--- config.mk ---
export PLATFORM = sky130hd
export DESIGN_NAME = keccak_byte_feeder
export DESIGN_NICKNAME = d
export VERILOG_FILES = /design/src/rtl/keccak_pkg.sv /design/src/rtl/keccak_byte_feeder.sv
export SDC_FILE = /design/constraint.sdc
export NUM_CORES = 1
export LEC_CHECK = 0
export ABC_CLOCK_PERIOD_IN_PS = 3700
export BUFFER_PORTS_ARGS = -buffer_cell sky130_fd_sc_hd__buf_2
export CAP_MARGIN = 20
export CORE_MARGIN = 3
export CORE_UTILIZATION = 45
export CTS_CLUSTER_SIZE = 14
export DETAILED_ROUTE_END_ITERATION = 10
export GPL_TIMING_DRIVEN = 0
export PLACE_DENSITY = 0.67
export SYNTH_ARGS = -nofsm -noshare
export SYNTH_HDL_FRONTEND = slang
export SYNTH_SLANG_ARGS = --single-unit
--- constraint.sdc ---
create_clock -name clk -period 3.7 [get_ports clk]
set_input_delay 0.74 -clock clk [delete_from_list [all_inputs] [get_ports clk]]
set_output_delay 0.74 -clock clk [all_outputs]
set_load 0.01 [all_outputs]
--- src/rtl/keccak_pkg.sv ---
// Shared types and constants for the keccak byte feeder: state encoding,
// word geometry and the MSB-first byte placement helper.
package keccak_pkg;

    localparam int WORD_W         = 32;
    localparam int BYTES_PER_WORD = 4;
    localparam int BYTE_NUM_W     = 2;

    typedef enum logic [2:0] {
        ST_IDLE,
        ST_KRST,
        ST_FILL,
        ST_TAIL,
        ST_WAIT
    } feeder_state_e;

    // Byte k of a word lands in bits [31-8k -: 8], so the first byte is the MSB.
    function automatic logic [WORD_W-1:0] place_byte(
        input logic [WORD_W-1:0]     word,
        input logic [BYTE_NUM_W-1:0] pos,
        input logic [7:0]            b
    );
        logic [WORD_W-1:0] w;
        w = word;
        for (int i = 0; i < BYTES_PER_WORD; i++) begin
            if (pos == i[BYTE_NUM_W-1:0]) begin
                w[WORD_W-1-8*i -: 8] = b;
            end
        end
        return w;
    endfunction

endpackage

--- src/rtl/keccak_byte_feeder.sv ---
// Packs a byte stream MSB-first into 32-bit words for the keccak core's word
// input, emitting the final partial/tail word and sequencing per-message resets.
module keccak_byte_feeder
    import keccak_pkg::*;
#(
    parameter int PULSE_KRESET = 1
) (
    input  logic                  clk,
    input  logic                  reset,
    input  logic [7:0]            byte_in,
    input  logic                  byte_valid,
    input  logic                  byte_last,
    output logic                  byte_ready,
    output logic                  k_reset,
    output logic [WORD_W-1:0]     k_in,
    output logic                  k_in_ready,
    output logic                  k_is_last,
    output logic [BYTE_NUM_W-1:0] k_byte_num,
    input  logic                  k_buffer_full,
    input  logic                  k_out_ready,
    output logic                  busy
);

    feeder_state_e         state_q, state_d;
    logic [WORD_W-1:0]     acc_q, acc_d;
    logic [2:0]            cnt_q, cnt_d;
    logic                  acc_last_q, acc_last_d;
    logic                  msg_done_q, msg_done_d;
    logic [WORD_W-1:0]     out_word_q, out_word_d;
    logic                  out_valid_q, out_valid_d;
    logic                  out_last_q, out_last_d;
    logic [BYTE_NUM_W-1:0] out_bnum_q, out_bnum_d;
    logic                  out_tail_q, out_tail_d;

    logic present;
    logic xfer;
    logic acc_full;
    logic acc_complete;
    logic move;
    logic can_take;
    logic accept;

    always_comb begin
        present      = out_valid_q && (state_q == ST_FILL || state_q == ST_TAIL);
        xfer         = present && !k_buffer_full;
        acc_full     = (cnt_q == 3'(BYTES_PER_WORD));
        acc_complete = acc_full || acc_last_q;
        move         = acc_complete && (!out_valid_q || xfer);

        // Once the last byte is in, nothing more is taken until the digest is read.
        can_take = 1'b0;
        case (state_q)
            ST_IDLE: can_take = 1'b1;
            ST_KRST,
            ST_FILL: can_take = !msg_done_q && (!acc_full || move);
            default: can_take = 1'b0;
        endcase
        accept = byte_valid && can_take;
    end

    always_comb begin
        acc_d      = acc_q;
        cnt_d      = cnt_q;
        acc_last_d = acc_last_q;
        msg_done_d = msg_done_q;

        if (move) begin
            acc_d      = '0;
            cnt_d      = 3'd0;
            acc_last_d = 1'b0;
        end
        if (accept) begin
            acc_d      = place_byte(acc_d, cnt_d[BYTE_NUM_W-1:0], byte_in);
            cnt_d      = cnt_d + 3'd1;
            acc_last_d = byte_last;
            if (byte_last) begin
                msg_done_d = 1'b1;
            end
        end
        if (state_q == ST_WAIT && k_out_ready) begin
            msg_done_d = 1'b0;
        end
    end

    always_comb begin
        out_word_d  = out_word_q;
        out_valid_d = out_valid_q;
        out_last_d  = out_last_q;
        out_bnum_d  = out_bnum_q;
        out_tail_d  = out_tail_q;

        if (xfer) begin
            out_word_d  = '0;
            out_valid_d = 1'b0;
            out_last_d  = 1'b0;
            out_bnum_d  = '0;
            out_tail_d  = 1'b0;
            // A full final word is followed by an all-zero word carrying is_last.
            if (out_tail_q) begin
                out_valid_d = 1'b1;
                out_last_d  = 1'b1;
            end
        end
        if (move) begin
            out_word_d  = acc_q;
            out_valid_d = 1'b1;
            out_last_d  = acc_last_q && !acc_full;
            out_bnum_d  = cnt_q[BYTE_NUM_W-1:0];
            out_tail_d  = acc_last_q && acc_full;
        end
    end

    always_comb begin
        state_d = state_q;
        case (state_q)
            ST_IDLE: begin
                if (accept) begin
                    state_d = (PULSE_KRESET != 0) ? ST_KRST : ST_FILL;
                end
            end
            ST_KRST: state_d = ST_FILL;
            ST_FILL: begin
                if (xfer && out_last_q) begin
                    state_d = ST_WAIT;
                end else if (xfer && out_tail_q) begin
                    state_d = ST_TAIL;
                end
            end
            ST_TAIL: begin
                if (xfer) begin
                    state_d = ST_WAIT;
                end
            end
            ST_WAIT: begin
                if (k_out_ready) begin
                    state_d = ST_IDLE;
                end
            end
            default: state_d = ST_IDLE;
        endcase
    end

    always_ff @(posedge clk) begin
        if (reset) begin
            state_q     <= ST_IDLE;
            acc_q       <= '0;
            cnt_q       <= 3'd0;
            acc_last_q  <= 1'b0;
            msg_done_q  <= 1'b0;
            out_word_q  <= '0;
            out_valid_q <= 1'b0;
            out_last_q  <= 1'b0;
            out_bnum_q  <= '0;
            out_tail_q  <= 1'b0;
        end else begin
            state_q     <= state_d;
            acc_q       <= acc_d;
            cnt_q       <= cnt_d;
            acc_last_q  <= acc_last_d;
            msg_done_q  <= msg_done_d;
            out_word_q  <= out_word_d;
            out_valid_q <= out_valid_d;
            out_last_q  <= out_last_d;
            out_bnum_q  <= out_bnum_d;
            out_tail_q  <= out_tail_d;
        end
    end

    assign byte_ready = can_take;
    assign k_reset    = (PULSE_KRESET != 0) && (state_q == ST_KRST);
    assign k_in       = out_word_q;
    assign k_in_ready = present;
    assign k_is_last  = out_last_q;
    assign k_byte_num = out_bnum_q;
    assign busy       = (state_q != ST_IDLE);

endmodule
* Word level (Yosys, flattened, before mapping) *
Cells that the tools add are included.

storage, ports and cells
  register bits after elaboration = 77
  word-level logic and storage cells = 77

cells by class
  add/subtract/negate cells = 1
  equality and inequality tests = 12
  muxes and demuxes = 27
  reduce and logical (&&, ||, !) cells = 27

operator list
  kind                                           number
  2-to-1 mux 32 bit                              4
  2-to-1 mux 8 bit                               4
  2-to-1 mux 3 bit                               7
  case mux 3 bit (5 select lines)                1
  logical AND 1 bit                              10
  2-to-1 mux 1 bit                               8
  == test 3 x 2 -> 1 bit, second input constant  2
  == test 3 bit, second input constant           2
  != test 2 bit, second input constant           3
  == test 2 bit, second input constant           2
  zero test 1 bit                                4
  logical OR 1 bit                               4
  2-to-1 mux 2 bit                               2
  AND reduction 4 bit                            1
  nonzero test 2 bit                             2
  OR reduction 2 bit                             2
  adder 3 x 1 -> 3 bit, second input constant    1
  == test 3 x 1 -> 1 bit, second input constant  1
  zero test 3 bit                                1
  != test 3 x 1 -> 1 bit, second input constant  1
  nonzero test 3 bit                             1
  == test 2 x 1 -> 1 bit, second input constant  1
  zero test 2 bit                                1
  case mux 1 bit (2 select lines)                1
  AND reduction 2 bit                            1

* Logic depth before layout (Yosys ltp) *
  word-level depth = 12
  depth in mapped cells = 9
  mapped depth without buffers = 7

* Worst setup path before layout *
Ideal clock, no wire load.

  path type = input -> output
  start = in k_buffer_full
  end = out byte_ready
  arrival time = 1.719 ns
  slack = 1.241 ns
  stages on the path = 3
  path buffers = 0
  path through = or3b_4 a311oi_4 or2_2

on the way
  cells in the longest elaborated chain, start to end = 7

RTL lines
  what                             RTL line                  RTL
  start: declaration               keccak_byte_feeder.sv:19  input logic k_buffer_full,
  zero test 1 bit                  keccak_byte_feeder.sv:45  xfer = present && !k_buffer_full;
  logical AND 1 bit                keccak_byte_feeder.sv:45
  logical OR 1 bit                 keccak_byte_feeder.sv:48  move = acc_complete && (!out_valid_q || xfer);
  logical AND 1 bit                keccak_byte_feeder.sv:48
  logical OR 1 bit                 keccak_byte_feeder.sv:55  ST_FILL: can_take = !msg_done_q && (!acc_full || move);
  logical AND 1 bit                keccak_byte_feeder.sv:55
  case mux 1 bit (2 select lines)  keccak_byte_feeder.sv:52  case (state_q)
  end: declaration                 keccak_byte_feeder.sv:13  output logic byte_ready,

Every way passes these cells.

* Final worst setup path *
Same ends and word-level chain as after synthesis.

==> impl_results.html <==
<table>
<tr><th>Metric</th><th>Value</th></tr>
<tr><th colspan="2">Status</th></tr>
<tr><td>Run status</td><td>finished, final reports clean</td></tr>
<tr><th colspan="2">Routing</th></tr>
<tr><td>First-iteration detailed-routing DRC count</td><td>100</td></tr>
<tr><td>DRT antenna net count</td><td>0</td></tr>
<tr><td>Number of design rule violations left after detail routing</td><td>0</td></tr>
<tr><td>Number of vias after detailed routing</td><td>2,242</td></tr>
<tr><td>TritonRoute pass-1 iters</td><td>6</td></tr>
<tr><td>Total length of routed wires</td><td>6490 um</td></tr>
<tr><td>Drt via density</td><td>5.31</td></tr>
<tr><td>Average wire length per cell after detail routing</td><td>15.4 um</td></tr>
<tr><th colspan="2">Synth</th></tr>
<tr><td>Share of async-settable or async-resettable flops after synthesis</td><td>0%</td></tr>
<tr><td>Syn_area_per_cell</td><td>10.6 sq um</td></tr>
<tr><td>Sequential area share after synthesis</td><td>51.8%</td></tr>
<tr><td>Synthesis Warnings</td><td>0</td></tr>
<tr><td>Area contributors post-synth</td><td>dfxtp_1, mux2i_1, a22o_1</td></tr>
<tr><td>Post-synth EDFFs</td><td>0</td></tr>
<tr><td>Primary FF master, synth</td><td>dfxtp_1</td></tr>
<tr><td>Cell type with the largest total area after synthesis</td><td>dfxtp_1</td></tr>
<tr><td>Fraction of synthesized cell area taken by the top area cell type</td><td>51.8%</td></tr>
<tr><td>Mapped Cells</td><td>280</td></tr>
<tr><td>Cell area after synthesis</td><td>2980 sq um</td></tr>
<tr><td>Number of synthesized register bits</td><td>77</td></tr>
<tr><td>Unique masters post-synth</td><td>44</td></tr>
<tr><td>Number of nets in the synthesized netlist</td><td>298</td></tr>
<tr><th colspan="2">Global route</th></tr>
<tr><td>Met1 track demand over resource in global routing</td><td>26.7%</td></tr>
<tr><td>Initial antenna violation count</td><td>0</td></tr>
<tr><td>Residual overflow from global routing</td><td>0</td></tr>
<tr><td>Routing usage on met3</td><td>3.50%</td></tr>
<tr><td>Global Route Usage Sum</td><td>19.1%</td></tr>
<tr><td>Busiest grt layer</td><td>met2</td></tr>
<tr><td>Vias in the first global route</td><td>2,239</td></tr>
<tr><td>Wire length of the first global-routing pass</td><td>11,100 um</td></tr>
<tr><td>Met2 layer usage reported by global route</td><td>27.7%</td></tr>
<tr><td>Maximum number of pins on one net before global-route repair</td><td>15</td></tr>
<tr><th colspan="2">Layout</th></tr>
<tr><td>Number of nets in the final layout</td><td>360</td></tr>
<tr><td>Most common cell after layout, fill and taps aside</td><td>dfxtp_1</td></tr>
<tr><td>Growth of design area from synthesis to finish</td><td>17.9%</td></tr>
<tr><td>Fill count</td><td>558</td></tr>
<tr><td>Area of the multi-input gates</td><td>1330 sq um</td></tr>
<tr><td>Commonest non-fill, non-tap cells in the layout</td><td>dfxtp_1, buf_2, nand2_1, mux2i_1, a22o_1</td></tr>
<tr><td>FF/Latch Area</td><td>1540 sq um</td></tr>
<tr><td>ANT cells</td><td>0</td></tr>
<tr><td>Final std cells w/o fill</td><td>422</td></tr>
<tr><td>Share of final-layout standard cells stronger than drive strength 1</td><td>25.1%</td></tr>
<tr><th colspan="2">Setup path</th></tr>
<tr><td>Kind of capture point of the worst setup path</td><td>output port</td></tr>
<tr><td>CP Data Arrival Time</td><td>2.02 ns</td></tr>
<tr><td>Worst EP required</td><td>2.96 ns</td></tr>
<tr><td>Crit path launch type</td><td>input port</td></tr>
<tr><td>Crit path max fanout</td><td>6</td></tr>
<tr><td>Critical path class</td><td>input port to output port</td></tr>
<tr><th colspan="2">STA</th></tr>
<tr><td>Period Utilization, post-route</td><td>74.5%</td></tr>
<tr><td>Transition time at the pin with the least slew margin</td><td>0.920 ns</td></tr>
<tr><td>Worst Slack Setup Final</td><td>0.942 ns</td></tr>
<tr><td>Final setup viols</td><td>0</td></tr>
<tr><td>Number of pins with negative max-slew slack in the final report</td><td>0</td></tr>
<tr><td>Final sum of negative setup slack</td><td>0 ns</td></tr>
<tr><td>Unrepaired setup endpoints after global routing</td><td>false</td></tr>
<tr><td>Top achievable clock speed</td><td>0.363 GHz</td></tr>
<tr><td>Max-slew headroom at the worst pin</td><td>38.2%</td></tr>
<tr><td>Time the final worst path needs with I/O delays and setup</td><td>2.76 ns</td></tr>
<tr><td>Final hold violation count</td><td>0</td></tr>
<tr><td>Clock Skew</td><td>0.0145 ns</td></tr>
<tr><th colspan="2">Power and ir drop</th></tr>
<tr><td>Proportion of power drawn by the clock network</td><td>28.0%</td></tr>
<tr><td>Relative contribution of combinational cells to total power</td><td>26.3%</td></tr>
<tr><td>Net switching power</td><td>699 uW</td></tr>
<tr><td>Proportion of total power due to net switching</td><td>33.4%</td></tr>
<tr><td>Portion of total power attributed to sequential cells</td><td>45.7%</td></tr>
<tr><td>Maximum VDD drop</td><td>0.000314 V</td></tr>
<tr><td>Static leakage power</td><td>0.00169 uW</td></tr>
<tr><td>Total power per unit cell area</td><td>596 nW/um^2</td></tr>
<tr><td>Overall power after layout</td><td>2090 uW</td></tr>
<tr><td>Pint</td><td>1390 uW</td></tr>
<tr><th colspan="2">Clock network</th></tr>
<tr><td>Clock buffer count from CTS</td><td>9</td></tr>
<tr><td>TritonCTS clock tree</td><td>done</td></tr>
<tr><td>Maximum buffer depth of the clock tree</td><td>2</td></tr>
<tr><td>Clock Sinks</td><td>77</td></tr>
<tr><td>Post_cts resized</td><td>0</td></tr>
<tr><td>H-tree levels</td><td>3</td></tr>
<tr><td>Clk slew on worst S/H paths</td><td>0.08 ns</td></tr>
<tr><td>Post-cts hold buffer count</td><td>0</td></tr>
<tr><td>Clock root cell</td><td>clkbuf_8</td></tr>
<tr><td>Insertion delay of the later-clocked pin in the worst-skew pair</td><td>0.36 ns</td></tr>
<tr><td>Post-CTS Setup Inserts</td><td>0</td></tr>
<tr><th colspan="2">Floorplan</th></tr>
<tr><td>Vertical extent of the die</td><td>87.3 um</td></tr>
<tr><td>Ports placed on the boundary</td><td>53</td></tr>
<tr><td>Initial core utilization</td><td>48.3%</td></tr>
<tr><td>Full die area</td><td>7620 sq um</td></tr>
<tr><td>Placeable Area</td><td>6170 sq um</td></tr>
<tr><td>DIE WIDTH</td><td>87.3 um</td></tr>
<tr><td>Placement row count</td><td>28</td></tr>
<tr><th colspan="2">Min path</th></tr>
<tr><td>Type of the worst min-delay path</td><td>flop to flop</td></tr>
<tr><th colspan="2">Placement</th></tr>
<tr><td>Final Wtd Congestion</td><td>0.775</td></tr>
<tr><td>Estimated wirelength of the detail-placed design</td><td>4600 um</td></tr>
<tr><td>Number of input and output port buffers inserted</td><td>51</td></tr>
<tr><td>Placed cell count</td><td>406</td></tr>
<tr><td>Pre-CTS WS</td><td>0.938 ns</td></tr>
<tr><th colspan="2">Flow run</th></tr>
<tr><td>Max-cap violations</td><td>0</td></tr>
</table>
[power groups by stage]
| stage | Combinational [uW] | Clock [uW] | Sequential (uW) |
|---|---|---|---|
| 2_1_floorplan | 423 | 0 | 964 |
| 3_3_place_gp | 544 | 0 | 973 |
| 3_5_place_dp | 549 | 0 | 973 |
| 4_1_cts | 554 | 599 | 954 |
| 5_1_grt | 621 | 630 | 965 |
| 6_report | 550 | 586 | 955 |
[critical path: stages]
cell and delay (ns):
buf_2 0.12, or3b_4 0.41, a311oi_4 0.44, or2_2 0.18, buf_2 0.12
[final timing paths]
kind / startpoint / to / slack [ns] / cells after the start
setup reg to reg: state_q[1]$_SDFFE_PP0P_ / acc_q[0]$_SDFF_PP0_ / 1.53 / 8
setup / recovery: k_buffer_full / byte_ready / 0.94 / 5
hold / removal: acc_q[13]$_SDFF_PP0_ / acc_q[13]$_SDFF_PP0_ / 0.46 / 2
hold reg to reg: acc_q[13]$_SDFF_PP0_ / acc_q[13]$_SDFF_PP0_ / 0.46 / 2
[Yosys cell counts (all sizes together), types with 3 or more instances]
master  instances
inv             5
buf             7
nand2          48
clkbuf         11
o211ai          5
and2            4
mux2i          35
dfxtp          77
nor2            6
or2             3
a21oi           7
nor3            3
nand3           3
ha              4
a22o           34
nor2b           3
[logic make-up (layout without fill, tap and decap cells)]
group                    after synthesis  in the layout  share of synthesized area [%]
XOR/XNOR                               1              1                          0.294
flip-flops                            77             77                           51.8
adder cells (fa/ha/maj)                4              4                           1.68
AND/OR/NAND/NOR                       78             78                           12.6
AO/OA/AOI/OAI                         61             61                           17.9
buffers and inverters                 23             90                           3.53
multiplexers                          36             36                           12.2
[cell type report]
type                            instances  area share (%)
Timing Repair Buffer                   51            7.28
Tap cell                               75            2.67
Clock buffer                           10            3.92
Sequential cell                        77            43.9
Buffer                                 18            2.46
Inverter                                5           0.535
Multi-Input combinational cell        180            37.9
Clock inverter                          6            1.32
[registers in the layout, summed over array words and instances, names as in the netlist]
signal	cells
acc_q	32
acc_last_q	1
msg_done_q	1
state_q	3
k_in	32
k_byte_num	2
k_is_last	1
out_valid_q	1
out_tail_q	1
cnt_q	3
[routing by layer]
| metal | wire length [um] | vias up |
|---|---|---|
| met5 | 0 | - |
| li1 | - | 1124 |
| met4 | 158 | 0 |
| met1 | 3260 | 1045 |
| met3 | 324 | 13 |
| met2 | 2740 | 60 |
[stage by stage]
step,instance area (sq um),utilization (%),hold WS (ns)
after floorplan,2980,-,0.430
after global placement,3320,53.9,0.447
after detailed placement,3320,53.9,0.450
after CTS,3510,56.9,0.466
after global routing,3510,56.9,0.485
final,3510,56.9,0.464
Note: power is estimated with default switching activity, not from simulation.
